$ cat src/rtl/instr_sequencer.sv
// Instruction sequencer: fetches III XXX YYY words (plus mvi immediates) from program memory,
// hands them to the processor with a one-cycle run pulse and waits for done. Optional macro: SEQ_WATCHDOG_EN.
module instr_sequencer (
  input  logic        clock,
  input  logic        reset,
  input  logic        start,
  output logic [4:0]  mem_addr,
  output logic        mem_rd,
  input  logic [15:0] mem_data,
  output logic [8:0]  ir,
  output logic [15:0] din,
  output logic        run,
  input  logic        done,
  output logic        busy,
  output logic        halted,
  output logic [4:0]  pc,
  output logic        error
);

  typedef enum logic [3:0] {
    S_IDLE, S_FETCH, S_DECODE, S_FETCH_IMM, S_LOAD_IMM,
    S_ISSUE, S_WAIT_DONE, S_HALTED, S_ERROR
  } state_t;

  localparam logic [2:0] OP_MVI  = 3'b001;
  localparam logic [2:0] OP_HALT = 3'b111;

  state_t      state_q, state_d;
  logic [4:0]  pc_q, pc_d;
  logic [8:0]  ir_q, ir_d;
  logic [15:0] din_q, din_d;
  logic [4:0]  mem_addr_q, mem_addr_d;
  logic        mem_rd_q, mem_rd_d;
  logic        run_q, run_d;
  logic        busy_q, busy_d;
  logic        halted_q, halted_d;
`ifdef SEQ_WATCHDOG_EN
  logic [3:0]  wd_q, wd_d;
  logic        error_q, error_d;
`endif

  always_comb begin
    state_d = state_q;
    pc_d    = pc_q;
    ir_d    = ir_q;
    din_d   = din_q;
`ifdef SEQ_WATCHDOG_EN
    wd_d    = wd_q;
`endif
    case (state_q)
      S_IDLE, S_HALTED: if (start) state_d = S_FETCH;
      S_FETCH:          state_d = S_DECODE;
      S_DECODE: begin
        ir_d = mem_data[8:0];
        if (mem_data[8:6] == OP_HALT)     state_d = S_HALTED;
        else if (mem_data[8:6] == OP_MVI) state_d = S_FETCH_IMM;
        else                              state_d = S_ISSUE;
      end
      S_FETCH_IMM:      state_d = S_LOAD_IMM;
      S_LOAD_IMM: begin
        din_d   = mem_data;
        state_d = S_ISSUE;
      end
      S_ISSUE: begin
`ifdef SEQ_WATCHDOG_EN
        wd_d    = 4'd0;
`endif
        state_d = S_WAIT_DONE;
      end
      S_WAIT_DONE: begin
        // done on the 16th waiting cycle still beats the watchdog
        if (done) begin
          pc_d    = pc_q + ((ir_q[8:6] == OP_MVI) ? 5'd2 : 5'd1);
          state_d = S_FETCH;
        end
`ifdef SEQ_WATCHDOG_EN
        else if (wd_q == 4'hF) state_d = S_ERROR;
        else                   wd_d    = wd_q + 4'd1;
`endif
      end
      S_ERROR:          state_d = S_ERROR;
      default:          state_d = S_IDLE;
    endcase

    // outputs are registered, so derive them from the next state
    mem_rd_d   = (state_d == S_FETCH) || (state_d == S_FETCH_IMM);
    mem_addr_d = (state_d == S_FETCH_IMM) ? pc_d + 5'd1 : pc_d;
    run_d      = (state_d == S_ISSUE);
    busy_d     = !((state_d == S_IDLE) || (state_d == S_HALTED) || (state_d == S_ERROR));
    halted_d   = (state_d == S_HALTED);
`ifdef SEQ_WATCHDOG_EN
    error_d    = (state_d == S_ERROR);
`endif
  end

  always_ff @(posedge clock or posedge reset) begin
    if (reset) begin
      state_q    <= S_IDLE;
      pc_q       <= '0;
      ir_q       <= '0;
      din_q      <= '0;
      mem_addr_q <= '0;
      mem_rd_q   <= 1'b0;
      run_q      <= 1'b0;
      busy_q     <= 1'b0;
      halted_q   <= 1'b0;
`ifdef SEQ_WATCHDOG_EN
      wd_q       <= '0;
      error_q    <= 1'b0;
`endif
    end else begin
      state_q    <= state_d;
      pc_q       <= pc_d;
      ir_q       <= ir_d;
      din_q      <= din_d;
      mem_addr_q <= mem_addr_d;
      mem_rd_q   <= mem_rd_d;
      run_q      <= run_d;
      busy_q     <= busy_d;
      halted_q   <= halted_d;
`ifdef SEQ_WATCHDOG_EN
      wd_q       <= wd_d;
      error_q    <= error_d;
`endif
    end
  end

  assign pc       = pc_q;
  assign ir       = ir_q;
  assign din      = din_q;
  assign mem_addr = mem_addr_q;
  assign mem_rd   = mem_rd_q;
  assign run      = run_q;
  assign busy     = busy_q;
  assign halted   = halted_q;
`ifdef SEQ_WATCHDOG_EN
  assign error    = error_q;
`else
  assign error    = 1'b0;
`endif

endmodule
$ cat config.mk
export PLATFORM = sky130hd
export DESIGN_NAME = instr_sequencer
export DESIGN_NICKNAME = d
export VERILOG_FILES = /design/src/rtl/instr_sequencer.sv
export SDC_FILE = /design/constraint.sdc
export NUM_CORES = 1
export LEC_CHECK = 0
export ABC_AREA = 1
export BUFFER_PORTS_ARGS = -buffer_cell sky130_fd_sc_hd__buf_2
export CORE_MARGIN = 3
export CORE_UTILIZATION = 46
export CTS_BUF_LIST = sky130_fd_sc_hd__clkbuf_4 sky130_fd_sc_hd__clkbuf_8 sky130_fd_sc_hd__clkbuf_16
export DETAILED_ROUTE_END_ITERATION = 7
export GPL_ROUTABILITY_DRIVEN = 0
export PLACE_DENSITY = 0.75
export SETUP_SLACK_MARGIN = 0.3
export SYNTH_ARGS = -nofsm -noshare
export SYNTH_HDL_FRONTEND = slang
export SYNTH_SLANG_ARGS = --single-unit
export TNS_END_PERCENT = 30
$ cat constraint.sdc
create_clock -name clock -period 1.9 [get_ports clock]
set_input_delay 0.475 -clock clock [delete_from_list [all_inputs] [get_ports clock]]
set_output_delay 0.475 -clock clock [all_outputs]
set_load 0.01 [all_outputs]
; ---- Word-level counts from Yosys, hierarchy flattened
; Cells that the tools add are included.
[totals]
ff_bits = 43
inputBits = 20
wordCells = 43
[op_classes]
addsub = 2
eq_ne = 16
n_mux = 9
reduce_logical = 7
[op_table]
columns = op, n
row1 = $pmux W4 S8, 1
row2 = $eq A4 B3 Y1 const B, 6
row3 = $mux W5, 3
row4 = $eq A4 B2 Y1 const B, 3
row5 = $eq A4 B1 Y1 const B, 2
row6 = $eq A4 B4 Y1 const B, 2
row7 = $logic_not A4 Y1, 2
row8 = $mux W4, 2
row9 = $eq A3 B1 Y1 const B, 2
row10 = $mux W3, 2
row11 = $add A5 B1 Y5 const B, 1
row12 = $add A5 B2 Y5, 1
row13 = $eq A3 B3 Y1 const B, 1
row14 = $logic_or A1 B1 Y1, 3
row15 = $mux W2, 1
row16 = $reduce_or A2 Y1, 1
row17 = $logic_not A1 Y1, 1

; ---- Depth between registers and ports, before layout
[depth]
ltp_word = 8
depth_mapped = 13
ltp_nobuf = 13

; ---- Least setup slack after synthesis
; No wires, ideal clock.
[synth_path]
path_type = flip-flop to flip-flop
from = register ir_q[8], in the netlist ir[8]
to = register mem_addr_q[4], in the netlist mem_addr[4]
setup_time_ns = 0.117
arrival_ns = 2.041
setup_slack_ns = -0.258
path_stages_with_launch = 11
n_path_buf = 0
path_cell_list = dfrtp_1 > nor3_1 > inv_1 > ha_1 > fa_1 > nand2_1 > nand2_1 > ha_1 > nand3_2 > nand2_1 > nand2_1
[synth_between]
elab_chain_len = 7
[synth_lines]
columns = element, line
row1 = "start, declared", 30  ; logic [8:0] ir_q, ir_d;
row2 = "start signal, assigned", 114  ; ir_q <= ir_d;
row3 = $eq A3 B1 Y1, 73  ; pc_d = pc_q + ((ir_q[8:6] == OP_MVI) ? 5'd2 : 5'd1);
row4 = $mux W2, 73
row5 = $add A5 B2 Y5, 73
row6 = $mux W5, 72  ; if (done) begin
row7 = $mux W5, 50  ; case (state_q)
row8 = via pc_d[1], 29  ; logic [4:0] pc_q, pc_d;
row9 = $add A5 B1 Y5, 87  ; mem_addr_d = (state_d == S_FETCH_IMM) ? pc_d + 5'd1 : pc_d;
row10 = $mux W5, 87
row11 = via mem_addr_d[4], 32  ; logic [4:0] mem_addr_q, mem_addr_d;
row12 = "end signal, assigned", 116  ; mem_addr_q <= mem_addr_d;
row13 = "end, declared", 32
; The timed path passes the listed nets, and every way through them passes these cells.
; A chain may end at the register's enable or synchronous reset.

; ---- Worst setup path after layout
; Ends and elaborated chain as after synthesis.

==> key figures <==
Power
  – PnR Total Power: 4540 µW
  – Power Dens Cells: 1800 nW/µm²
  – Peak supply drop: 0.704 mV
  – Leakage power figure: 0.00133 µW

Cells and area
  – Area Growth Syn to Fin: 27.1%
  – Most frequent cells in the layout: buf_2 (58), nand2_1 (43), dfrtp_1 (42), inv_1 (20), o21ai_0 (20)
  – Non-filler cells, final: 324
  – Share of cells above drive strength 1: 43.1%
  – Final #Nets: 298
  – Commonest non-fill, non-tap cell in the layout: buf_2
  – N_diodes: 0

Outcome
  – Violated checks: negative setup slack
  – Status: finished, violations left

Worst setup path
  – CP Launch Type: flop
  – RR Startpoint: ir[8]
  – Critical Path AT: 2.13 ns
  – Setup crit end kind: flop
  – CP max FO: 4
  – CP Launch Point: ir[8]
  – Setup CP Type: reg -> reg
  – R2R cell count: 10
  – Critical Path RT: 2.08 ns

Global routing
  – Largest net degree at the start of global routing: 44
  – Grt total ovfl: 0
  – GRT Overall Usage: 17.2%
  – Initial antenna violation count: 0
  – First-pass GRT wire length: 6870 µm
  – Vias in the first global route: 1515

Timing
  – Final Max Slew Viols: 0
  – Worst-Margin Slew: 0.529 ns
  – Min cycle time layout: 1.96 ns
  – Rel. slew slack: 64.7%
  – Setup-failing EPs final: 4
  – Final setup skew: 0.00672 ns
  – Period utilisation layout: 103%
  – Final Hold Viols: 0
  – Post-route worst setup slack: -0.0567 ns
  – Unrepaired setup endpoints after global routing: yes
  – Max Fclk: 511 MHz

Die
  – I/O Pins: 60
  – Core Area: 4090 µm²
  – Die Y-Extent: 71.7 µm
  – Die width: 71.7 µm
  – Initial core utilization: 48.6%
  – Num rows: 23
  – Total Die Area: 5140 µm²

Clocking
  – Clk_lat worst skew: 0.29 ns
  – Clock tree buffer depth: 2
  – CTS clk-pin slew, worst paths: 0.08 ns
  – Clock sinks: 43
  – CTS Buf Count: 5
  – Clk root buf: clkbuf_8
  – CTS tree: built
  – H-tree level count: 2

Placed design
  – Post-DP HPWL: 3050 µm
  – Post-Place Cells: 317
  – IO buf count: 58

Detailed routing
  – Total number of vias: 1583
  – Post-route ant nets: 0
  – DR vias/cell: 4.89
  – Routed wire length: 4030 µm
  – Drt pass-1 iters: 4
  – DRC Markers: 0
  – Initial DRC count: 87
  – Drt wl/cell: 12.4 µm

Synthesis
  – Mux share of post-synthesis cell area: 3.97%
  – Seq cells post-synth: 43
  – Post-synthesis simple-gate area fraction: 24.9%
  – Ys Warns: 0
  – Syn_area_per_cell: 9.63 µm²
  – Seq/Total Area, Yosys: 54.2%
  – Adder-Cell Fraction of Synth Area: 2.90%
  – Combinational family with the most area after synthesis: simple AND/OR/NAND/NOR gates
  – Syn Nets: 230
  – Synth Area in Compound Gates: 6.24%
  – Netlist cell types: 29
  – Synth Area in XOR/XNOR: 0.883%
  – Gate Count Post-Synth: 206
  – Synthesized cell area: 1980 µm²

Job
  – Max-cap violations: 0

Hold path
  – Worst min-delay path class: in -> async
area by class of cell:
type                            instances  area [µm²]
Fill cell                             355        1560
Sequential cell                        43        1080
Multi-Input combinational cell        130         845
Timing Repair Buffer                   66         350
Inverter                               28         105
Clock buffer                            5        68.8
Tap cell                               50        62.6
Clock inverter                          2        13.8
final timing paths:
kind	to	slack, ns
hold / removal	pc[0]	0.30
min in group clock	din[11]	0.41
hold reg to reg	ir[1]	0.48
max in group asynchronous	state_q[2]	1.22
setup / recovery	mem_addr[4]	-0.06
setup reg to reg	mem_addr[4]	-0.06
routing by layer:
metal / share of wire (%) / vias to the layer above / track usage (%)
met4: 2.8 / 0 / 8.14
met2: 49 / 31 / 28.5
met5: 0 / - / 0
li1: - / 789 / -
met3: 3.9 / 12 / 3.65
met1: 44 / 751 / 21.3
what timing repair did:
item / 4_1_cts / 5_1_grt
hold buffers: 0 / 0
buffers inserted: 0 / 0
endpoints found under the setup margin: 6 / 10
pin swaps: 2 / 4
resized for setup: 1 / 9
per-stage QoR:
| step | hold WS, ns | setup WS, ns | area (µm²) | util (%) | TNS (ns) |
|---|---|---|---|---|---|
| 2_1_floorplan | 0.519 | -0.0836 | 2020 | - | -0.274 |
| 3_3_place_gp | 0.462 | -0.0232 | 2410 | 58.9 | -0.0390 |
| 3_5_place_dp | 0.469 | -0.0535 | 2410 | 58.9 | -0.145 |
| 4_1_cts | 0.312 | -0.0688 | 2490 | 60.9 | -0.159 |
| 5_1_grt | 0.338 | -0.190 | 2520 | 61.7 | -0.725 |
| 6_report | 0.301 | -0.0567 | 2520 | 61.7 | -0.134 |
sequential cells by signal, summed over array words and instances (netlist names):
register	count
din	16
ir	9
mem_addr	5
pc	5
state_q	4
busy	1
halted	1
mem_rd	1
run	1
power breakdown:
group	internal, µW	switching [µW]
combinational	963	1390
clock	251	303
sequential	1350	285
total	2560	1980
worst max-delay path: stages, from the launching register on:
cell and delay (ns):
dfrtp_1 0.41, nor3_4 0.21, inv_2 0.06, ha_4 0.16, fa_1 0.47, nand2_1 0.06
nand2_2 0.13, ha_4 0.16, nand3_2 0.07, nand2_1 0.06, nand2_1 0.06
synth_stat cells:
cell type	instances	area share (%)
nand2_4	2	1.1
inv_2	4	0.76
nor2_1	7	1.3
nand4_1	4	1.3
xor2_1	2	0.88
conb_1	1	0.19
inv_1	24	4.5
nand2_2	2	0.63
clkbuf_1	2	0.38
ha_1	3	1.9
nor3_2	1	0.50
a21oi_1	1	0.25
nor3_1	5	1.3
nand2_1	47	8.9
nand3_1	10	2.5
dfrtp_1	43	54
o21ai_1	2	0.50
buf_4	2	0.76
buf_2	1	0.25
nor2_2	4	1.3
nor2_4	3	1.7
nand4_4	1	1.1
mux2_2	7	4.0
o21ai_2	1	0.44
o21ai_0	20	5.0
nand3_2	4	2.0
or2_1	1	0.32
nor2_8	1	1.0
fa_1	1	1.0
logic make-up (layout without fill, tap and decap cells):
logic type | after synthesis | after routing
and+or+nand+nor | 92 | 92
DFF | 43 | 43
buffers and inverters | 33 | 101
AOI/OAI and AO/OA | 24 | 24
muxes | 7 | 7
adders and majority gates | 4 | 4
xor gates and xnor gates | 2 | 2
other | 1 | 1
(Power assumes the default switching activity.)
